===== config.mk =====
export PLATFORM = sky130hd
export DESIGN_NAME = instr_loader
export DESIGN_NICKNAME = d
export VERILOG_FILES = /design/src/rtl/cpu_pkg.sv /design/src/rtl/btn_debounce.sv /design/src/rtl/instr_loader.sv
export SDC_FILE = /design/constraint.sdc
export NUM_CORES = 1
export LEC_CHECK = 0
export ABC_AREA = 1
export CORE_AREA = 4 4 203 225
export DETAILED_ROUTE_END_ITERATION = 8
export DIE_AREA = 0 0 207 229
export DONT_BUFFER_PORTS = 1
export GPL_TIMING_DRIVEN = 1
export SETUP_SLACK_MARGIN = 0.1
export SYNTH_ARGS = -nofsm -noshare
export SYNTH_HDL_FRONTEND = slang
export SYNTH_HIERARCHICAL = 1
export SYNTH_SLANG_ARGS = --single-unit

===== constraint.sdc =====
create_clock -name CLK -period 3.1 [get_ports CLK]
set_input_delay 0.93 -clock CLK [delete_from_list [all_inputs] [get_ports CLK]]
set_output_delay 0.93 -clock CLK [all_outputs]
set_load 0.02 [all_outputs]

===== src/rtl/cpu_pkg.sv =====
// Shared definitions for the instruction-memory stage feeding the 8-bit CPU core.
package cpu_pkg;

  localparam int INSTR_W = 8;
  localparam logic [INSTR_W-1:0] FILL_INSTR_DEFAULT = 8'h00;

  typedef enum logic [1:0] {
    ST_RUN     = 2'd0,
    ST_LOAD    = 2'd1,
    ST_RESTART = 2'd2
  } state_t;

endpackage


===== src/rtl/btn_debounce.sv =====
// Synchronises a raw push button and emits one 1-cycle pulse per debounced press.
module btn_debounce #(
  parameter logic [19:0] DEBOUNCE_CYCLES = 20'd500000
) (
  input  logic CLK,
  input  logic reset,
  input  logic btnRaw,
  output logic pulse
);

  logic        sync1_q, sync1_d;
  logic        sync2_q, sync2_d;
  logic [19:0] cnt_q, cnt_d;
  logic        pulse_q, pulse_d;

  always_comb begin
    sync1_d = btnRaw;
    sync2_d = sync1_q;
    cnt_d   = cnt_q;
    pulse_d = 1'b0;
    if (!sync2_q) begin
      cnt_d = '0;
    end else if (cnt_q < DEBOUNCE_CYCLES) begin
      cnt_d = cnt_q + 20'd1;
      // Fires only on the step that reaches the threshold; saturation re-arms on a low level.
      pulse_d = (cnt_q == DEBOUNCE_CYCLES - 20'd1);
    end
  end

  always_ff @(posedge CLK or negedge reset) begin
    if (!reset) begin
      sync1_q <= 1'b0;
      sync2_q <= 1'b0;
      cnt_q   <= '0;
      pulse_q <= 1'b0;
    end else begin
      sync1_q <= sync1_d;
      sync2_q <= sync2_d;
      cnt_q   <= cnt_d;
      pulse_q <= pulse_d;
    end
  end

  assign pulse = pulse_q;

endmodule


===== src/rtl/instr_loader.sv =====
// Switch-programmable instruction RAM with load/restart/run sequencing for the CPU core.
module instr_loader
  import cpu_pkg::*;
#(
  parameter int                 DEPTH           = 32,
  parameter int                 ADDR_W          = 5,
  parameter logic [INSTR_W-1:0] FILL_INSTR      = FILL_INSTR_DEFAULT,
  parameter logic [19:0]        DEBOUNCE_CYCLES = 20'd500000,
  parameter int                 RESTART_CYCLES  = 2
) (
  input  logic                 CLK,
  input  logic                 reset,
  input  logic                 loadMode,
  input  logic [INSTR_W-1:0]   dataIn,
  input  logic                 writeBtn,
  input  logic                 clearBtn,
  input  logic [7:0]           readingAddress,
  output logic [INSTR_W-1:0]   instruction,
  output logic                 cpuReset,
  output logic [ADDR_W:0]      wordCount,
  output logic                 fullLED,
  output logic                 loadingLED
);

  localparam int RC_W = (RESTART_CYCLES < 2) ? 1 : $clog2(RESTART_CYCLES);

  logic                 ld_sync1_q, ld_sync1_d;
  logic                 ld_sync2_q, ld_sync2_d;
  state_t               state_q, state_d;
  logic [RC_W-1:0]      rcnt_q, rcnt_d;
  logic [ADDR_W:0]      wc_q, wc_d;
  logic [INSTR_W-1:0]   mem_q [DEPTH];
  logic [INSTR_W-1:0]   mem_d [DEPTH];
  logic                 wr_pulse, clr_pulse;

  btn_debounce #(.DEBOUNCE_CYCLES(DEBOUNCE_CYCLES)) u_wr_db (
    .CLK    (CLK),
    .reset  (reset),
    .btnRaw (writeBtn),
    .pulse  (wr_pulse)
  );

  btn_debounce #(.DEBOUNCE_CYCLES(DEBOUNCE_CYCLES)) u_clr_db (
    .CLK    (CLK),
    .reset  (reset),
    .btnRaw (clearBtn),
    .pulse  (clr_pulse)
  );

  always_comb begin
    ld_sync1_d = loadMode;
    ld_sync2_d = ld_sync1_q;
    state_d    = state_q;
    rcnt_d     = rcnt_q;
    wc_d       = wc_q;
    mem_d      = mem_q;
    cpuReset   = 1'b1;
    loadingLED = 1'b0;
    unique case (state_q)
      ST_RUN: begin
        cpuReset = 1'b0;
        if (ld_sync2_q) begin
          state_d = ST_LOAD;
          wc_d    = '0;
        end
      end
      ST_LOAD: begin
        loadingLED = 1'b1;
        // Clear dominates a coincident write so a clear never leaves a stray word behind.
        if (clr_pulse) begin
          mem_d = '{default: FILL_INSTR};
          wc_d  = '0;
        end else if (wr_pulse && (wc_q < (ADDR_W+1)'(DEPTH))) begin
          mem_d[wc_q[ADDR_W-1:0]] = dataIn;
          wc_d = wc_q + 1'b1;
        end
        if (!ld_sync2_q) begin
          state_d = ST_RESTART;
          rcnt_d  = '0;
        end
      end
      ST_RESTART: begin
        if (ld_sync2_q) begin
          state_d = ST_LOAD;
          rcnt_d  = '0;
          wc_d    = '0;
        end else if (rcnt_q == RC_W'(RESTART_CYCLES - 1)) begin
          state_d = ST_RUN;
        end else begin
          rcnt_d = rcnt_q + 1'b1;
        end
      end
      default: begin
        state_d = ST_RESTART;
        rcnt_d  = '0;
      end
    endcase
  end

  always_ff @(posedge CLK or negedge reset) begin
    if (!reset) begin
      ld_sync1_q <= 1'b0;
      ld_sync2_q <= 1'b0;
      state_q    <= ST_RESTART;
      rcnt_q     <= '0;
      wc_q       <= '0;
      mem_q      <= '{default: FILL_INSTR};
    end else begin
      ld_sync1_q <= ld_sync1_d;
      ld_sync2_q <= ld_sync2_d;
      state_q    <= state_d;
      rcnt_q     <= rcnt_d;
      wc_q       <= wc_d;
      mem_q      <= mem_d;
    end
  end

  // Out-of-range PCs read as the fill word rather than aliasing into the array.
  always_comb begin
    instruction = FILL_INSTR;
    if ({1'b0, readingAddress} < 9'(DEPTH)) begin
      instruction = mem_q[readingAddress[ADDR_W-1:0]];
    end
  end

  assign wordCount = wc_q;
  assign fullLED   = (wc_q == (ADDR_W+1)'(DEPTH));

endmodule


==> impl_metrics.json <==
{
  "place_hpwl_microns": 31000,
  "clockBufferDepth": 3,
  "cellLeakagePower_nw": 8.92,
  "fp.dieArea_sq_um": 47400,
  "synth.top_cells.by_area": "dfrtp_1 49%, nand2_1 17%, nand3_1 7.3%, o21ai_1 5.2%, o21ai_0 3.4%",
  "finalSetupViolations": 0,
  "syn_nets": 2040,
  "routedWlPerCell_microns": 18.9,
  "insertion_delay_ns": 0.53,
  "core-area_sq_um": 43200,
  "reg2reg_to": "mem_q[29]$_DFFE_PN0P_",
  "maxCapViolations": 0,
  "vias_per_cell": 5.32,
  "max_freq_mhz": 323,
  "start_kind": "input pin",
  "syn_avg_cell_area_sq_um": 7.89,
  "grt_first_pass_wirelength_microns": 77300,
  "critPathKind": "in2out",
  "nets": 2038,
  "dr_total_vias": 13900,
  "cp_max_fo": 135,
  "peakVddDrop_mv": 0.579,
  "grt_overflow": 0,
  "numCtsBuffers": 35,
  "portBuffers": 0,
  "min_period_over_period_pct": 99.9,
  "gp_congestion": 0.895,
  "ff2ff_setup_slack_ns": 0.88,
  "dr.pass1.iters": 5,
  "synthDistinctLibCells": 41,
  "critPathRequiredTime_ns": 2.17,
  "yosysTopAreaCell": "dfrtp_1",
  "r2r_start": "state_q[0]$_DFFE_PN0P_",
  "drc": 0,
  "syn_to_final_growth_pct": 16.2,
  "skew_ns": 0.0119,
  "antenna_left": 0,
  "yosys_most_used_dff": "dfrtp_1",
  "synth_top_cell_area_share_pct": 49.2,
  "rows": 80,
  "crit_arrival_ns": 2.17,
  "grt.total_usage_pct": 20.1,
  "hold_class": "in2async",
  "cts_root_buffer": "clkbuf_16",
  "p_per_area_nw_per_um2": 502,
  "h-tree-depth": 2,
  "ys_seq_area_share_pct": 49.3,
  "fin_cells": 2611,
  "tightest_slew_ns": 0.794,
  "synth.most_common_cell": "nand2_1",
  "crit_path_start": "readingAddress[0]",
  "relSlewSlack_pct": 47.1,
  "fin_crit_ns": 3.10,
  "reg2reg_depth": 8,
  "initial_core_util_pct": 36.7,
  "fill_cells": 4381,
  "cts.clk_slew.worst_paths_ns": 0.06,
  "yosys-top-cells-count": "723 x nand2_1, 312 x dfrtp_1, 231 x nand3_1, 166 x o21ai_1, 122 x nor2_1",
  "place_inst": 2528,
  "dieWidth_microns": 207,
  "chipHeight_microns": 229,
  "synth-edff-count": 0,
  "detail_route.iter0.violations": 1205,
  "holdWs_ns": 0.115,
  "tns_ns": 0,
  "cts_tree": "yes",
  "cp-end-kind": "output port",
  "synthesis.area_sq_um": 15900,
  "syn-instance-count": 2013,
  "rsz0062_at_grt": "true",
  "cts_sinks": 313,
  "routed_wl_microns": 49400,
  "antenna_found_initial": 0,
  "yosys_warnings": 6,
  "maxSlewViolCount": 0,
  "worstSetupEndpoint": "instruction[3]",
  "hold_viol": 0,
  "grt_max_degree": 314,
  "grt_pass1_vias": 13900,
  "ios": 38,
  "async_reset_ff_share_pct": 100,
  "ys_ff_latch": 313,
  "drive_gt1_share_pct": 15.5,
  "outcome": "finished clean",
  "final_util_pct": 42.7
}
[worst min-delay path by stage]
stage                                     startpoint                             to  slack [ns]  cells past startpoint
after global routing                           reset  u_wr_db/cnt_q[14]$_DFFE_PN0P_        0.08                      0
final                                          reset  u_wr_db/cnt_q[15]$_DFFE_PN0P_        0.12                      0
after detailed placement  u_clr_db/sync1_q$_DFF_PN0_     u_clr_db/sync2_q$_DFF_PN0_        0.34                      0
after global placement    u_clr_db/sync1_q$_DFF_PN0_     u_clr_db/sync2_q$_DFF_PN0_        0.33                      0
after CTS                                      reset  u_wr_db/cnt_q[12]$_DFFE_PN0P_        0.09                      0
after floorplan                 ld_sync1_q$_DFF_PN0_           ld_sync2_q$_DFF_PN0_        0.33                      0
[timing repair]
action | CTS | global route
pin swaps | 7 | 43
endpoints found under the setup margin | 9 | 9
endpoints found under the hold margin | 0 | 0
gates cloned | 4 | 4
buffers inserted | 3 | 11
gates resized for setup | 16 | 119
hold buffers | 0 | 0
[state kept, by name, indices dropped and copies added, names as in the netlist]
register          flops
ld_sync1_q            1
rcnt_q                1
u_wr_db/sync2_q       1
u_wr_db/cnt_q        20
u_clr_db/sync2_q      1
state_q               2
u_wr_db/pulse         1
u_wr_db/sync1_q       1
ld_sync2_q            1
wordCount             6
mem_q               256
u_clr_db/sync1_q      1
u_clr_db/pulse        1
u_clr_db/cnt_q       20
[final cells by class]
| class | instances | area [sq um] | share of cell area (%) |
|---|---|---|---|
| sequential | 313 | 7840 | 42.5 |
| multi-input combinational | 1505 | 7490 | 40.6 |
| tap | 574 | 718 | 3.89 |
| clock inverter | 11 | 133 | 0.719 |
| timing repair buffer | 56 | 766 | 4.15 |
| inverter | 100 | 429 | 2.33 |
| antenna | 1 | 2.50 | 0.0136 |
| clock buffer | 51 | 1080 | 5.84 |
[metal layers]
layer  GRT usage (%)  vias up  share of wire [%]
met5               0        -                  0
li1                -     6586                  -
met2            31.1      496                 45
met4            7.27        0                3.5
met1            27.3     6700                 43
met3            5.26      103                7.9
[report_power, final]
group          leakage, nW  total [W]  switching [W]  internal, W
sequential            3.00    0.00416      0.0000422      0.00411
clock                0.603    0.00436        0.00170      0.00266
combinational         5.31   0.000744       0.000494     0.000250
[critical path, cell delays in order]
cell	delay (ns)
clkinv_16	0.11
buf_12	0.10
clkbuf_16	0.15
nand2_1	0.06
nand3_1	0.08
nand3_1	0.09
nand2_1	0.10
nand2_1	0.06
nand2_1	0.06
nor2_1	0.05
buf_4	0.14
nor2_4	0.16
[cell usage in the layout (no fill, tap or decap), types with 3 or more instances in the layout]
cell / n
nand2_1: 681
dfrtp_1: 309
nand3_1: 186
o21ai_1: 170
nor2_1: 105
o21ai_0: 103
inv_1: 83
nand2_2: 54
nand3_2: 51
clkbuf_16: 40
buf_4: 31
o21ai_2: 23
o21ai_4: 19
a21oi_1: 18
xor2_1: 14
nor2_4: 12
buf_12: 12
nor2_2: 11
nor3_1: 11
clkbuf_8: 10
nand4_1: 10
clkinv_2: 9
inv_2: 8
o211ai_1: 6
nand2_4: 6
o22ai_1: 6
buf_16: 6
ha_1: 5
clkbuf_1: 4
and2_1: 4
inv_6: 3
bufinv_16: 3
dfrtp_2: 3
[per-stage QoR]
| stage | area [sq um] | total power, W | setup slack (ns) |
|---|---|---|---|
| global placement | 16400 | 0.00482 | -0.0560 |
| global route | 18500 | 0.00957 | -0.0132 |
| CTS | 17800 | 0.00923 | 0.0798 |
| floorplan | 15900 | 0.00463 | 0.113 |
| finish | 18500 | 0.00926 | 0.00356 |
| detailed placement | 16400 | 0.00482 | -0.0469 |
[cells by family (layout without fill, tap and decap cells)]
| kind of cell | after synthesis | count (layout) | synth area share, % |
|---|---|---|---|
| XOR/XNOR | 14 | 14 | 0.772 |
| other | 0 | 1 | 0 |
| AND/OR/NAND/NOR | 1134 | 1134 | 30.0 |
| adder cells (fa/ha/maj) | 6 | 6 | 0.473 |
| flip-flops | 313 | 313 | 49.3 |
| AO/OA/AOI/OAI | 351 | 351 | 13.2 |
| buffers and inverters | 195 | 218 | 6.24 |
No activity file was read; power rests on OpenSTA's default activity.
